$ cat src/rtl/mem_port_arbiter.sv
// ============================================================================
// mem_port_arbiter
//   Shares one variable-latency memory port between instruction fetch and
//   data access. Data wins by default; a bounded data streak lets a waiting
//   fetch through.
//   Revision: 1.0
// ============================================================================
`default_nettype none

module mem_port_arbiter #(
  parameter int ADDR_W         = 16,
  parameter int DATA_W         = 32,
  parameter int MAX_DATA_BURST = 4
) (
  input  logic              clk,
  input  logic              rst_n,
  input  logic              if_req,
  input  logic [ADDR_W-1:0] if_addr,
  output logic [DATA_W-1:0] if_rdata,
  output logic              if_valid,
  input  logic              d_req,
  input  logic              d_we,
  input  logic [ADDR_W-1:0] d_addr,
  input  logic [DATA_W-1:0] d_wdata,
  output logic [DATA_W-1:0] d_rdata,
  output logic              d_valid,
  output logic              mem_req,
  output logic              mem_we,
  output logic [ADDR_W-1:0] mem_addr,
  output logic [DATA_W-1:0] mem_wdata,
  input  logic [DATA_W-1:0] mem_rdata,
  input  logic              mem_ack,
  output logic              busy
);

  typedef enum logic [1:0] {
    S_IDLE  = 2'd0,
    S_FETCH = 2'd1,
    S_DATA  = 2'd2
  } state_t;

  localparam logic [3:0] C_MAX_BURST = 4'(MAX_DATA_BURST);
  localparam logic [3:0] C_STREAK_SAT = 4'hF;

  state_t              r_state;
  logic [3:0]          r_streak;
  logic                r_mem_req;
  logic                r_mem_we;
  logic [ADDR_W-1:0]   r_mem_addr;
  logic [DATA_W-1:0]   r_mem_wdata;
  logic [DATA_W-1:0]   r_if_rdata;
  logic                r_if_valid;
  logic [DATA_W-1:0]   r_d_rdata;
  logic                r_d_valid;
  logic                r_busy;

  logic                w_if_eff;
  logic                w_d_eff;
  logic                w_pick_data;
  logic [3:0]          w_streak_inc;

  // A requester still holding req in its own valid cycle must not be re-granted.
  assign w_if_eff     = if_req & ~r_if_valid;
  assign w_d_eff      = d_req  & ~r_d_valid;
  assign w_pick_data  = w_d_eff & (~w_if_eff | (r_streak < C_MAX_BURST));
  assign w_streak_inc = (r_streak == C_STREAK_SAT) ? r_streak : r_streak + 4'd1;

  always_ff @(posedge clk or negedge rst_n) begin
    if (!rst_n) begin
      r_state     <= S_IDLE;
      r_streak    <= 4'd0;
      r_mem_req   <= 1'b0;
      r_mem_we    <= 1'b0;
      r_mem_addr  <= '0;
      r_mem_wdata <= '0;
      r_if_rdata  <= '0;
      r_if_valid  <= 1'b0;
      r_d_rdata   <= '0;
      r_d_valid   <= 1'b0;
      r_busy      <= 1'b0;
    end else begin
      r_if_valid <= 1'b0;
      r_d_valid  <= 1'b0;
      case (r_state)
        S_IDLE: begin
          if (w_pick_data) begin
            r_state     <= S_DATA;
            r_busy      <= 1'b1;
            r_mem_req   <= 1'b1;
            r_mem_we    <= d_we;
            r_mem_addr  <= d_addr;
            r_mem_wdata <= d_wdata;
            r_streak    <= w_streak_inc;
          end else if (w_if_eff) begin
            r_state     <= S_FETCH;
            r_busy      <= 1'b1;
            r_mem_req   <= 1'b1;
            r_mem_we    <= 1'b0;
            r_mem_addr  <= if_addr;
            r_streak    <= 4'd0;
          end
        end
        S_FETCH: begin
          if (mem_ack) begin
            r_state    <= S_IDLE;
            r_busy     <= 1'b0;
            r_mem_req  <= 1'b0;
            r_mem_we   <= 1'b0;
            r_if_rdata <= mem_rdata;
            r_if_valid <= 1'b1;
          end
        end
        S_DATA: begin
          if (mem_ack) begin
            r_state   <= S_IDLE;
            r_busy    <= 1'b0;
            r_mem_req <= 1'b0;
            r_mem_we  <= 1'b0;
            // Stores leave the last load result visible.
            if (!r_mem_we) begin
              r_d_rdata <= mem_rdata;
            end
            r_d_valid <= 1'b1;
          end
        end
        default: begin
          r_state   <= S_IDLE;
          r_busy    <= 1'b0;
          r_mem_req <= 1'b0;
          r_mem_we  <= 1'b0;
        end
      endcase
    end
  end

  assign mem_req   = r_mem_req;
  assign mem_we    = r_mem_we;
  assign mem_addr  = r_mem_addr;
  assign mem_wdata = r_mem_wdata;
  assign if_rdata  = r_if_rdata;
  assign if_valid  = r_if_valid;
  assign d_rdata   = r_d_rdata;
  assign d_valid   = r_d_valid;
  assign busy      = r_busy;

endmodule

`default_nettype wire

$ cat config.mk
export PLATFORM = sky130hd
export DESIGN_NAME = mem_port_arbiter
export DESIGN_NICKNAME = d
export VERILOG_FILES = /design/src/rtl/mem_port_arbiter.sv
export SDC_FILE = /design/constraint.sdc
export NUM_CORES = 1
export LEC_CHECK = 0
export CORE_ASPECT_RATIO = 0.8
export CORE_MARGIN = 4
export CORE_UTILIZATION = 38
export CTS_BUF_LIST = sky130_fd_sc_hd__clkbuf_4 sky130_fd_sc_hd__clkbuf_8 sky130_fd_sc_hd__clkbuf_16
export DETAILED_ROUTE_END_ITERATION = 10
export PLACE_DENSITY_LB_ADDON = 0.08
export SYNTH_ARGS = -nofsm -noshare
export SYNTH_HDL_FRONTEND = slang
export SYNTH_SLANG_ARGS = --single-unit
$ cat constraint.sdc
create_clock -name clk -period 1.7 [get_ports clk]
set_input_delay 0.51 -clock clk [delete_from_list [all_inputs] [get_ports clk]]
set_output_delay 0.51 -clock clk [all_outputs]
set_load 0.03 [all_outputs]
# After elaboration in Yosys (flattened, before gate mapping)
# Cells that the tools add are included.
# word_totals
ff_bits,122
in_bits,102
# classes
add_sub_neg,1
muxes,19
order_cmp,1
eq_ne,6
n_reduce_logical,9
n_bitwise,8
# ops
operator,n
16-bit two-way mux,2
4-bit two-way mux,3
1-bit two-way mux,8
2-bit AND reduction,4
2-bit two-way mux,3
3-bit AND reduction,2
"4-bit by 1-bit adder with 4-bit output, second input constant",1
"4-bit == test, second input constant",1
"4-bit by 3-bit < comparator with 1-bit output, second input constant",1
1-bit inverter,4
1-bit one-hot mux with 2 select lines,2
2-bit one-hot mux with 2 select lines,1
1-bit bitwise AND,3
"3-bit != test, second input constant",1
"2-bit by 1-bit == test with 1-bit output, second input constant",1
"2-bit == test, second input constant",1
2-bit zero test,1
"2-bit by 1-bit != test with 1-bit output, second input constant",1
"2-bit != test, second input constant",1
2-bit nonzero test,1
2-bit OR reduction,1
1-bit bitwise OR,1

# Depth between registers and ports, before layout
# Gate-level depths: netlist of the first run.
# logic_depth
depth_word,7
ltp_mapped,7
ltp_nobuf,6

# Worst setup path before layout of the first run
# Ideal clock, no wire load.
# synth_timing
kind,register -> register
from,"reg r_if_valid, in the netlist if_valid"
to,"reg r_mem_wdata[10], in the netlist mem_wdata[10]"
setup_ns,0.125
arrival_ns,1.602
stages_incl_launch_ff,6
required_ns,1.575
slack_ns,-0.027
cell_sequence,dfrtp_1 -> nand2b_4 -> buf_6 -> o211ai_4 -> buf_12 -> mux2_4
# synth_via
elab_chain_len,6
# synth_rtl
item,line_no,source
start: declaration,52,logic r_if_valid;
start signal: assignment,77,r_if_valid <= 1'b0;
start signal: assignment,82,r_if_valid <= 1'b0;
start signal: assignment,110,r_if_valid <= 1'b1;
1-bit inverter,63,assign w_if_eff = if_req & ~r_if_valid;
1-bit bitwise AND,63,
1-bit inverter,65,assign w_pick_data = w_d_eff & (~w_if_eff | (r_streak < C_MAX_BURST));
1-bit bitwise OR,65,
1-bit bitwise AND,65,
2-bit AND reduction (no source line),-,
end signal: assignment,92,r_mem_wdata <= d_wdata;
end: declaration,50,logic [DATA_W-1:0] r_mem_wdata;
# No other way between the ends.
# A chain may end at the register's enable or synchronous reset.

# Worst setup path after layout of the first run
# layout_timing
from,in if_req
to,"reg r_mem_wdata[4], in the netlist mem_wdata[4]"
# layout_via
elab_chain_len,5
# layout_rtl
item,line_no,source
start: declaration,17,"input logic if_req,"
1-bit bitwise AND,63,
1-bit inverter,65,
1-bit bitwise OR,65,
1-bit bitwise AND,65,
2-bit AND reduction (no source line),-,
# No other way between the ends.

==> results of run 1 <==
-- final cells by class --
type                            count  area, um2  area share (%)
Clock buffer                       18        433            5.38
Clock inverter                     14        124            1.54
Inverter                            3       11.3           0.140
Multi-Input combinational cell    203       1820            22.6
Sequential cell                   122       3050            38.0
Tap cell                          175        219            2.72
Timing Repair Buffer              243       2390            29.7
-- synthesized netlist by cell type (2+ instances only) --
library cell / instances
nand3_1: 2
a21oi_1: 36
o21a_1: 2
nand2_1: 19
buf_2: 5
nor2b_1: 2
nor2_1: 18
nand2b_1: 3
mux2_2: 67
ha_1: 4
mux2_4: 28
a22o_1: 5
dfrtp_1: 122
buf_4: 8
o21ai_0: 2
inv_1: 3
nor3b_1: 2
buf_12: 3
buf_6: 2
-- flip-flops by register name (all words and copies together) (netlist names) --
register	flops
if_valid	1
mem_wdata	32
if_rdata	32
r_state	2
d_rdata	32
mem_addr	16
mem_we	1
r_streak	4
mem_req	1
d_valid	1
-- power breakdown --
part | internal, mW | total [mW] | switching (mW)
Clock | 2.03 | 3.35 | 1.32
Combinational | 3.71 | 8.62 | 4.91
Sequential | 4.36 | 5.13 | 0.768
Total | 10.1 | 17.1 | 6.99
-- timing repair --
action / CTS / global route
gates resized for setup: 127 / 100
cloned: 0 / 0
pin swaps: 0 / 0
setup endpoints to repair: 116 / 99
-- kinds of logic after synthesis --
| kind of cell | share of synthesized area, % |
|---|---|
| buffers and inverters | 3.62 |
| adder cells (fa/ha/maj) | 0.993 |
| flip-flops | 60.5 |
| multiplexers | 23.5 |
| AO/OA/AOI/OAI | 6.77 |
| AND/OR/NAND/NOR | 4.54 |
-- stage by stage --
step                      setup TNS, ns  area [um2]  util, %
after floorplan                       0        5040        -
after global placement           -28.54        7590     58.8
after detailed placement         -31.38        7590     58.8
after CTS                             0        8020     62.1
after global routing            -0.0283        8040     62.3
final                                 0        8040     62.3
-- worst register-to-register path: cells and delay by family (launching register included) --
family / cells / cell delay (ns)
DFF: 1 / 0.38
adders and majority gates: 1 / 0.20
buffers and inverters: 2 / 0.29
and+or+nand+nor: 2 / 0.27
muxes: 1 / 0.36
-- metal layers --
metal / vias to the layer above / global-route usage [%]
met2: 137 / 28.7
met3: 7 / 8.12
met1: 1831 / 22.4
met4: 2 / 4.39
li1: 1705 / -
met5: - / 0
-- worst max path at each step --
stage,start,to,slack [ns],cells after the start
floorplan,if_valid$_DFF_PN0_,mem_wdata[10]$_DFFE_PN0P_,0.04,5
finish,if_req,mem_wdata[4]$_DFFE_PN0P_,0.03,5
CTS,d_rdata[26]$_DFFE_PN0P_,d_rdata[26],0.0004,1
global placement,d_req,mem_we$_DFFE_PN0P_,-0.41,8
detailed placement,d_req,mem_we$_DFFE_PN0P_,-0.47,8
global route,r_state[1]$_DFFE_PN0P_,mem_addr[1]$_DFFE_PN0P_,-0.01,7
==> metrics.csv, run 1 <==
stage;metric;value;unit
cells_and_area;most common cell after layout, fill and taps aside;dfrtp_1;
critical_path;crit-path max FO;22;
global_routing;GRT Residual Overflow;0;
synth;Synth Net Count;453;
clocking;Setup Buffers After CTS;0;
run;Max-cap violations;0;
detailed_routing;max layer used;met5;
clocking;Root Buffer;clkbuf_16;
detailed_routing;vias per cell;4.73;
critical_path;CP Class;in -> reg;
clocking;Reg clk slew, reported paths;0.05;ns
hold_path;min-delay worst type;in -> async;
synth;Syn Area/Cell;14.5;um2
timing;RSZ-0062 raised after global routing;true;
detailed_routing;vias;3682;
pwr;Design Power;17.1;mW
timing;post-layout min period;1.67;ns
synth;area leader, netlist;dfrtp_1;
clocking;CTS tree;done;
critical_path;CP max stage delay;0.52;ns
critical_path;Worst Path Required;1.98;ns
pwr;Pleak;3.65;nW
global_routing;initial antenna violation count;1;
synth;Seq/Total Area, Yosys;60.5;%
synth;ys flop type;dfrtp_1;
timing;Slew Viols, Final;0;
synth;synthesized instance count;347;
detailed_routing;number of remaining DRC errors;0;
clocking;Post-CTS Hold Fix Bufs;0;
floorplan;die area;15200;um2
synth;top area cells in the synthesized netlist;dfrtp_1 (61%), mux2_2 (15%), mux2_4 (8.3%);
critical_path;crit path capture type;flop;
synth;mapped cell area;5040;um2
critical_path;Max stage delay cell, worst path;clkdlybuf4s50_1;
timing;Final Hold Fails;0;
timing;Setup violations, final;0;
timing;Final WS setup;0.0333;ns
critical_path;Reg2Reg Setup Slack;0.10;ns
cells_and_area;antenna cell count;0;
clocking;Sink Count;122;
synth;library cells used by synthesis;33;
synth;Synth top area share;60.5;%
outcome;outcome;complete, no violations;
floorplan;Rows;37;
cells_and_area;Nets;696;
critical_path;cells on worst reg2reg path;6;
critical_path;CP cell instances;clkdlybuf4s50_1, nand2b_4, o211ai_4, buf_12, mux2_2;
detailed_routing;Initial DRT Pass Iterations;4;
timing;measured slew at the worst slew-check pin;0.344;ns
detailed_routing;Post-DRT Antenna Nets;0;
critical_path;arrival time worst endpoint;1.95;ns
pwr;Max VDD drop;1030;uV
synth;Synth Register Bits;122;
floorplan;Top-Level Pins;219;
cells_and_area;share of cells above drive strength 1;30.3;%
detailed_routing;final WL;13000;um
clocking;Longest Clk Path Bufs;2;
detailed_routing;WL met1;5460;um
detailed_routing;met3 WL;1260;um
global_routing;first-pass GRT wire length;21600;um
floorplan;Die Wd;137;um
cells_and_area;final cell count without fillers;778;
pwr;PD cells;2130;nW/um2
critical_path;reg2reg end;d_rdata[29]$_DFFE_PN0P_;
synth;ys async rst share;100;%
global_routing;gr usage total;18.0;%
placement;Post-Place Setup Slack;-0.467;ns
clocking;H-tree depth;4;
detailed_routing;routed len/inst;16.7;um
floorplan;Starting Density;39.0;%
detailed_routing;WL met2;6200;um
timing;Clock Skew;0.0125;ns
clocking;CTS Buf Count;17;
clocking;Clk Latency, worst-skew pair;0.40;ns
global_routing;largest net degree at the start of global routing;62;
cells_and_area;Layout area overhead;59.5;%
timing;worst hold slack;0.117;ns
detailed_routing;initial DRC count;67;
timing;slew margin rel.;77.1;%
cells_and_area;# fillers;1009;
placement;DP HPWL;9600;um
global_routing;vias in the first global route;4124;
synth;Synth Warn #;0;
placement;PortBufs;218;
cells_and_area;most frequent cells in the layout;dfrtp_1 (121), clkdlybuf4s50_1 (99), clkdlybuf4s15_1 (70), mux2_2 (67), a21oi_1 (36);
floorplan;area of the core;12900;um2
critical_path;CP top delay family;buffers and inverters;
critical_path;Worst Path Buf+Inv;2;
floorplan;Die Y;111;um
placement;Placed Instances;746;
synth;EDFF count, synth;0;
timing;achievable frequency;600;MHz
placement;RD Place Congestion;0.784;
timing;Period Utilization, post-route;98.0;%
critical_path;FF-to-FF Start;r_state[0]$_DFFE_PN0P_;
critical_path;crit path launch type;primary input;
(Power assumes the default switching activity.)
==> run 2: changes to the inputs <==
- TNS_END_PERCENT: unset -> 100
==> results of run 2 <==
Same layout as run 1: the final DEF is identical, and so are final timing and power.
==> run 3: changes to the inputs <==
- CAP_MARGIN: unset -> 40
==> results of run 3 <==
Same layout as run 1: the final DEF is identical, and so are final timing and power.
